--- src/rtl/down_count_monitor.sv ---
// down_count_monitor
//   Downstream checker for a down counter. Each live sample must equal the
//   previous live sample minus one (mod 2^WIDTH). Counts accepted wraps and
//   sequence errors (both saturating) and parks in FAULT once the error count
//   reaches ERR_LIMIT, until clear_err or reset.
//   Optional build macro: DCM_HOLD_OK_EN -- a stalled (repeated) count is
//   accepted while locked instead of being flagged as an error.
module down_count_monitor #(
  parameter int WIDTH     = 4,
  parameter int WRAP_W    = 8,
  parameter int ERR_W     = 4,
  parameter int ERR_LIMIT = 3
) (
  input  logic              clk,
  input  logic              reset,
  input  logic [WIDTH-1:0]  q_in,
  input  logic              q_valid,
  input  logic              clear_err,
  output logic              locked,
  output logic              wrap_pulse,
  output logic [WRAP_W-1:0] wrap_count,
  output logic              err_pulse,
  output logic [ERR_W-1:0]  err_count,
  output logic              err_sticky,
  output logic [WIDTH-1:0]  last_q
);

  typedef enum logic [1:0] {
    IDLE  = 2'd0,
    SYNC  = 2'd1,
    LOCK  = 2'd2,
    FAULT = 2'd3
  } state_t;

  localparam logic [WIDTH-1:0]  Q_ONE    = {{(WIDTH-1){1'b0}}, 1'b1};
  localparam logic [WRAP_W-1:0] WRAP_ONE = {{(WRAP_W-1){1'b0}}, 1'b1};
  localparam logic [WRAP_W-1:0] WRAP_MAX = {WRAP_W{1'b1}};
  localparam logic [ERR_W-1:0]  ERR_ONE  = {{(ERR_W-1){1'b0}}, 1'b1};
  localparam logic [ERR_W-1:0]  ERR_MAX  = {ERR_W{1'b1}};
  localparam logic [ERR_W-1:0]  ERR_LIM  = ERR_LIMIT[ERR_W-1:0];

  state_t           state;
  logic [WIDTH-1:0] exp_q;
  logic             match;
  logic             hold_ok;
  logic [ERR_W-1:0] err_inc;

  // Expected next sample; 0 - 1 naturally yields the all-ones wrap value.
  assign exp_q = last_q - Q_ONE;
  assign match = (q_in == exp_q);

`ifdef DCM_HOLD_OK_EN
  assign hold_ok = (q_in == last_q);
`else
  assign hold_ok = 1'b0;
`endif

  // Saturating successor of the error count.
  assign err_inc = (err_count == ERR_MAX) ? err_count : (err_count + ERR_ONE);

  // Monitor FSM with registered status outputs; clear_err is applied last so it wins.
  always_ff @(posedge clk) begin
    if (reset) begin
      state      <= IDLE;
      locked     <= 1'b0;
      wrap_pulse <= 1'b0;
      wrap_count <= '0;
      err_pulse  <= 1'b0;
      err_count  <= '0;
      err_sticky <= 1'b0;
      last_q     <= '0;
    end else begin
      wrap_pulse <= 1'b0;
      err_pulse  <= 1'b0;
      if (q_valid) begin
        // Every live sample becomes the reference for the next one, in all states.
        last_q <= q_in;
        case (state)
          IDLE: begin
            state  <= SYNC;
            locked <= 1'b0;
          end
          SYNC: begin
            if (match) begin
              state  <= LOCK;
              locked <= 1'b1;
            end else begin
              state  <= SYNC;
              locked <= 1'b0;
            end
          end
          LOCK: begin
            if (match) begin
              if (last_q == '0) begin
                wrap_pulse <= 1'b1;
                if (wrap_count != WRAP_MAX) begin
                  wrap_count <= wrap_count + WRAP_ONE;
                end
              end
            end else if (hold_ok) begin
              state <= LOCK;
            end else begin
              err_pulse  <= 1'b1;
              err_sticky <= 1'b1;
              err_count  <= err_inc;
              // A same-cycle clear leaves the count at zero, so no FAULT then.
              if (!clear_err && (err_inc >= ERR_LIM)) begin
                state <= FAULT;
              end else begin
                state <= SYNC;
              end
              locked <= 1'b0;
            end
          end
          FAULT: begin
            locked <= 1'b0;
          end
          default: begin
            state  <= IDLE;
            locked <= 1'b0;
          end
        endcase
      end
      if (clear_err) begin
        err_count  <= '0;
        err_sticky <= 1'b0;
        if (state == FAULT) begin
          state  <= IDLE;
          locked <= 1'b0;
        end
      end
    end
  end

endmodule

--- config.mk ---
export PLATFORM = sky130hd
export DESIGN_NAME = down_count_monitor
export DESIGN_NICKNAME = d
export VERILOG_FILES = /design/src/rtl/down_count_monitor.sv
export SDC_FILE = /design/constraint.sdc
export NUM_CORES = 1
export LEC_CHECK = 0
export CELL_PAD_IN_SITES_DETAIL_PLACEMENT = 1
export CELL_PAD_IN_SITES_GLOBAL_PLACEMENT = 1
export CORE_UTILIZATION = 36
export CTS_BUF_LIST = sky130_fd_sc_hd__clkbuf_16
export DETAILED_ROUTE_END_ITERATION = 6
export HOLD_SLACK_MARGIN = 0.08
export PLACE_DENSITY = 0.88
export SYNTH_ARGS = -nofsm -noshare
export SYNTH_HDL_FRONTEND = slang
export SYNTH_SLANG_ARGS = --single-unit
--- constraint.sdc ---
create_clock -name clk -period 2.5 [get_ports clk]
set_input_delay 0.5 -clock clk [delete_from_list [all_inputs] [get_ports clk]]
set_output_delay 0.5 -clock clk [all_outputs]
set_load 0.03 [all_outputs]
* Yosys cells after proc, flatten, opt, wreduce, memory -nomap -nowiden
Cells that the tools add are included.
** Word-level totals
- Flip-flop bits (word level) :: 22
- Output and inout bits :: 20
- Logic and storage cells :: 47
** Cells by class
- $add $sub $neg :: 3
- $lt $le $gt $ge :: 1
- Equality and inequality tests :: 6
- Mux-type cells :: 16
- Bitwise gates (word level) :: 3
- Reductions and logical operators :: 10
** Operators with widths (number)
- 2-to-1 mux 2 bit :: 6
- adder 8 x 1 -> 8 bit, second input constant :: 1
- != test 8 bit, second input constant :: 1
- 2-to-1 mux 1 bit :: 7
- case mux 2 bit (3 select lines) :: 1
- AND reduction 5 bit :: 1
- adder 4 x 1 -> 4 bit, second input constant :: 1
- equality test 2 bit, second input constant :: 2
- equality test 4 bit :: 1
- equality test 4 bit, second input constant :: 1
- >= comparator 4 x 2 -> 1 bit, second input constant :: 1
- logical NOT 4 bit :: 1
- 2-to-1 mux 4 bit :: 1
- OR reduction 2 bit :: 2
- OR reduction 4 bit :: 1
- subtractor 4 x 1 -> 4 bit, second input constant :: 1
- inverter 1 bit :: 3
- case mux 1 bit (3 select lines) :: 1
- AND reduction 3 bit :: 1
- OR reduction 3 bit :: 1
- equality test 2 x 1 -> 1 bit, second input constant :: 1
- logical NOT 2 bit :: 1
- logical AND 1 bit :: 1
- logical NOT 1 bit :: 1

* Logic depth before layout (Yosys ltp)
- Depth after elaboration :: 10
- Gate-level depth with buffers :: 8
- Depth with buffers taken out :: 7

* Least setup slack after synthesis
OpenSTA, ideal clock, no wires.
- Kind :: flip-flop to flip-flop
- From :: register last_q[0]
- To :: register locked
- Arrival :: 2.092 ns
- Required time :: 2.434 ns
- Path slack :: 0.342 ns
- Stages on the path, launching flop included :: 9
- Path through :: dfxtp_1 inv_1 ha_1 xor2_1 nand3_2 or2_1 buf_6 or3_1 a21oi_2
** On the way
- Word-level cells in the longest chain between the ends :: 7
- Elaborated cells on any way between the ends :: 8
- Classes of those cells :: add/sub (1); eq/ne (1); mux (6)
** RTL lines
- start, declared :: RTL line 25 : output logic [WIDTH-1:0] last_q
- start signal, assigned :: RTL line 77 : last_q <= q_in;
- subtractor 4 x 1 -> 4 bit * :: RTL line 49 : assign exp_q = last_q - Q_ONE;
- equality test 4 bit * :: RTL line 50 : assign match = (q_in == exp_q);
- 2-to-1 mux 1 bit (on tied branches) :: RTL line 93, 84
- case mux 1 bit (3 select lines) * :: RTL line 78 : case (state)
- 2-to-1 mux 1 bit * :: RTL line 75 : if (q_valid) begin
- 2-to-1 mux 1 bit :: RTL line 127 : if (state == FAULT) begin
- 2-to-1 mux 1 bit * :: RTL line 124 : if (clear_err) begin
- end signal, assigned :: RTL line 81 : locked <= 1'b0;
- end signal, assigned :: RTL line 86 : locked <= 1'b1;
- end signal, assigned :: RTL line 129 : locked <= 1'b0;
- end, declared :: RTL line 19 : output logic locked,
Every way passes the cells marked *; elsewhere a longest branch is shown, timed or not.
A chain may end at the register's enable or synchronous reset.

* Final worst setup path
- From :: input q_in[3]
- To :: register err_count[2]
** On the way
- Word-level cells in the longest chain between the ends :: 3
** RTL lines
- start, declared :: RTL line 16 : input logic [WIDTH-1:0] q_in,
- equality test 4 bit :: RTL line 50
- inverter 1 bit (no line)
- AND reduction 3 bit (no line)
- end signal, assigned :: RTL line 105 : err_count <= err_inc;
- end, declared :: RTL line 23 : output logic [ERR_W-1:0] err_count,
No other way between the ends.

==> impl_metrics.prom <==
# TYPE chip_impl_metric gauge
chip_impl_metric{name="cts_hold_buffers",unit=""} 0
chip_impl_metric{name="synth-edff-count",unit=""} 0
chip_impl_metric{name="grt_antenna_before_repair",unit=""} 0
chip_impl_metric{name="detailedRoute.firstIterationViolations",unit=""} 22
chip_impl_metric{name="wl",unit="microns"} 2970
chip_impl_metric{name="starting_density_of_the_core",unit=""} 0.377
chip_impl_metric{name="cts_inserted_buffers",unit=""} 3
chip_impl_metric{name="multi_input_area",unit="sq um"} 657
chip_impl_metric{name="fillerInstances",unit=""} 376
chip_impl_metric{name="worst_slew_margin_rel",unit=""} 0.656
chip_impl_metric{name="postCtsSetupBuffers",unit=""} 0
chip_impl_metric{name="grt_pass1_wl",unit="microns"} 4990
chip_impl_metric{name="fin_setup_tns",unit="ns"} 0
chip_impl_metric{name="synth.cell_area",unit="sq um"} 1150
chip_impl_metric{name="post_layout_total_power",unit="mW"} 0.809
chip_impl_metric{name="clock_latency",unit="ns"} 0.26
chip_impl_info{name="layout.cells.most_common",value="sky130_fd_sc_hd__clkdlybuf4s50_1"} 1
chip_impl_metric{name="die-area",unit="sq um"} 3420
chip_impl_metric{name="finalCritPeriodShare",unit=""} 0.878
chip_impl_metric{name="seq_area_frac_synth",unit=""} 0.383
chip_impl_metric{name="cts_htree_levels",unit=""} 1
chip_impl_metric{name="antenna-diode-count",unit=""} 0
chip_impl_metric{name="area.growth.synth_to_final",unit="%"} 34.8
chip_impl_metric{name="final_layout_size_suffix_gt1_frac",unit=""} 0.0886
chip_impl_info{name="critPathLaunchType",value="primary input"} 1
chip_impl_metric{name="final_hold_viol_count",unit=""} 0
chip_impl_metric{name="data_arrival_time_of_the_critical_path",unit="ns"} 2.32
chip_impl_metric{name="dp_hpwl",unit="microns"} 2260
chip_impl_metric{name="globalRoute.totalOverflow",unit=""} 0
chip_impl_metric{name="synthesis.nets",unit=""} 139
chip_impl_info{name="clk_root_buffer_cell",value="sky130_fd_sc_hd__clkbuf_16"} 1
chip_impl_metric{name="cts-resized-gates",unit=""} 0
chip_impl_info{name="worst_setup_path_end_kind",value="flop"} 1
chip_impl_metric{name="net-switching-power",unit="mW"} 0.194
chip_impl_metric{name="global_route.usage.total",unit=""} 0.192
chip_impl_metric{name="routed_via_density",unit=""} 5.10
chip_impl_metric{name="drc_errors",unit=""} 0
chip_impl_metric{name="ff_latch_area",unit="sq um"} 440
chip_impl_metric{name="sequentialPowerShare",unit=""} 0.451
chip_impl_info{name="cts_tree",value="done"} 1
chip_impl_info{name="run_status",value="completed"} 1
chip_impl_metric{name="number_of_synthesized_register_bits",unit=""} 22
chip_impl_metric{name="number_of_global_route_vias_before_repair",unit=""} 1074
chip_impl_info{name="layout.cells.most_common_list",value="sky130_fd_sc_hd__clkdlybuf4s50_1 (27), sky130_fd_sc_hd__dfxtp_1 (22), sky130_fd_sc_hd__nor2_1 (16)"} 1
chip_impl_metric{name="die-height",unit="microns"} 58.5
chip_impl_metric{name="max_cap_viol_count",unit=""} 0
chip_impl_metric{name="worst_slew_pin_slew",unit="ns"} 0.514
chip_impl_metric{name="cell_count_after_synthesis",unit=""} 128
chip_impl_metric{name="boundaryPins",unit=""} 28
chip_impl_metric{name="row_count",unit=""} 20
chip_impl_metric{name="synth.lib_cells_used.distinct",unit=""} 42
chip_impl_info{name="synth_top_cells_by_area",value="sky130_fd_sc_hd__dfxtp_1 (38%), sky130_fd_sc_hd__mux2i_1 (5.2%), sky130_fd_sc_hd__nor2_1 (5.2%)"} 1
chip_impl_metric{name="slew_viol_final",unit=""} 0
chip_impl_metric{name="crit_fanout",unit=""} 8
chip_impl_info{name="worst_hold_path_type",value="flop to flop"} 1
chip_impl_metric{name="nNetsFinal",unit=""} 170
chip_impl_metric{name="fraction_of_registers_with_async_set_reset",unit=""} 0
chip_impl_info{name="rsz0062_at_grt",value="false"} 1
chip_impl_metric{name="gpl.final_weighted_congestion",unit=""} 0.821
chip_impl_metric{name="post-route-min-period",unit="ns"} 2.20
chip_impl_info{name="path_class",value="primary input to flop"} 1
chip_impl_metric{name="cts-root-to-sink-buffers",unit=""} 2
chip_impl_metric{name="report.final.setup_viol",unit=""} 0
chip_impl_metric{name="post-synth-top-area-fraction",unit=""} 0.383
chip_impl_metric{name="fraction_of_power_consumed_by_combinational_cells",unit=""} 0.129
chip_impl_metric{name="drt_first_pass_iters",unit=""} 4
chip_impl_metric{name="clock_sink_count",unit=""} 22
chip_impl_metric{name="die_width",unit="microns"} 58.5
chip_impl_metric{name="io_port_bufs",unit=""} 27
chip_impl_metric{name="power.internal",unit="mW"} 0.615
chip_impl_metric{name="power.switching_fraction",unit=""} 0.240
chip_impl_metric{name="powerDensity",unit="nW/um^2"} 522
chip_impl_metric{name="yosys_warnings",unit=""} 0
chip_impl_info{name="dominantRegCellSynth",value="sky130_fd_sc_hd__dfxtp_1"} 1
chip_impl_metric{name="vias",unit=""} 1030
chip_impl_metric{name="area_of_the_placeable_core",unit="sq um"} 3050
chip_impl_metric{name="clk_pin_slew",unit="ns"} 0.06
chip_impl_metric{name="clock.fmax",unit="MHz"} 455
chip_impl_info{name="synth_top_area_cell",value="sky130_fd_sc_hd__dfxtp_1"} 1
chip_impl_metric{name="grt_start_max_net_pins",unit=""} 14
chip_impl_metric{name="ir_worst_vdd",unit="mV"} 0.227
chip_impl_metric{name="clkPwrFrac",unit=""} 0.421
chip_impl_metric{name="post_synth.cell_area_avg",unit="sq um"} 8.98
chip_impl_metric{name="fin_skew",unit="ns"} 0.00376
chip_impl_metric{name="total_leakage_power",unit="nW"} 0.554
chip_impl_metric{name="ant_nets",unit=""} 0
chip_impl_metric{name="wl_per_cell",unit="microns"} 14.7
chip_impl_metric{name="cp.required",unit="ns"} 2.62
==> cell type report <==
type | instances | share of cell area
repair buffers | 30 | 0.189
clock buffers | 3 | 0.0484
inverters | 7 | 0.0169
multi-input cells | 95 | 0.424
flip-flops and latches | 22 | 0.284
clock inverters | 1 | 0.00242
well taps | 44 | 0.0355
==> state kept, by name (all words and copies together), names as in the netlist <==
| signal | count |
|---|---|
| err_count | 4 |
| err_pulse | 1 |
| err_sticky | 1 |
| last_q | 4 |
| locked | 1 |
| state | 2 |
| wrap_count | 8 |
| wrap_pulse | 1 |
==> critical path, cell delays in order <==
cell and delay (ns):
sky130_fd_sc_hd__clkdlybuf4s50_1 0.43, sky130_fd_sc_hd__xnor2_1 0.17, sky130_fd_sc_hd__xnor2_2 0.39, sky130_fd_sc_hd__nor2_1 0.21, sky130_fd_sc_hd__nor3_1 0.45, sky130_fd_sc_hd__a311oi_1 0.17
==> worst paths after layout <==
kind	cells past startpoint	end	start	slack [ns]
max	6	err_count[2]$_SDFFE_PP0P_	q_in[3]	0.30
min	2	locked$_SDFF_PP0_	locked$_SDFF_PP0_	0.48
max reg2reg	7	wrap_count[7]$_SDFFE_PP0P_	last_q[0]$_SDFFE_PP0P_	0.38
min reg2reg	2	locked$_SDFF_PP0_	locked$_SDFF_PP0_	0.48
==> routing by layer <==
layer  track usage  vias up  share of wire
li1              -      512              -
met1         0.223      487           0.43
met2         0.353       26           0.51
met3        0.0330        5          0.038
met4        0.0714        0          0.016
met5             0        -              0
==> power by group through the flow <==
stage	clock [mW]	combinational, mW	sequential [mW]
floorplan	0	0.0646	0.378
global placement	0	0.100	0.372
detailed placement	0	0.105	0.372
CTS	0.349	0.105	0.365
global route	0.360	0.113	0.365
finish	0.341	0.104	0.365
==> logic make-up after synthesis <==
kind of cell / Yosys count / share of synthesized area
compound gates: 17 / 0.102
xor+xnor: 10 / 0.0947
simple gates: 58 / 0.280
fa+ha+maj: 3 / 0.0326
mux: 7 / 0.0620
buf+inv: 11 / 0.0457
flops: 22 / 0.383
==> stage by stage <==
step            util  setup WS [ns]  area [sq um]  instances  hold WS, ns
2_1_floorplan      -          0.342          1150        128        0.518
3_3_place_gp   0.482          0.177          1470        198        0.461
3_5_place_dp   0.482         0.0385          1470        198        0.469
4_1_cts        0.508          0.318          1550        202        0.481
5_1_grt        0.508          0.180          1550        202        0.493
6_report       0.508          0.304          1550        202        0.476
==> synth_stat cells, types with 2 or more instances <==
cell type / instances
sky130_fd_sc_hd__dfxtp_1: 22
sky130_fd_sc_hd__nor2_1: 16
sky130_fd_sc_hd__inv_1: 7
sky130_fd_sc_hd__nand2_1: 7
sky130_fd_sc_hd__mux2i_1: 6
sky130_fd_sc_hd__nor3_1: 6
sky130_fd_sc_hd__xnor2_1: 6
sky130_fd_sc_hd__nand3_1: 5
sky130_fd_sc_hd__nor4_1: 4
sky130_fd_sc_hd__a21oi_1: 3
sky130_fd_sc_hd__a31oi_1: 3
sky130_fd_sc_hd__ha_1: 3
sky130_fd_sc_hd__nor2b_1: 3
sky130_fd_sc_hd__a311oi_1: 2
sky130_fd_sc_hd__and3_1: 2
sky130_fd_sc_hd__clkbuf_1: 2
sky130_fd_sc_hd__nand2b_1: 2
sky130_fd_sc_hd__nand4_1: 2
sky130_fd_sc_hd__o21ai_0: 2
sky130_fd_sc_hd__or3_1: 2
sky130_fd_sc_hd__xor2_1: 2
Note: power is estimated with default switching activity, not from simulation.
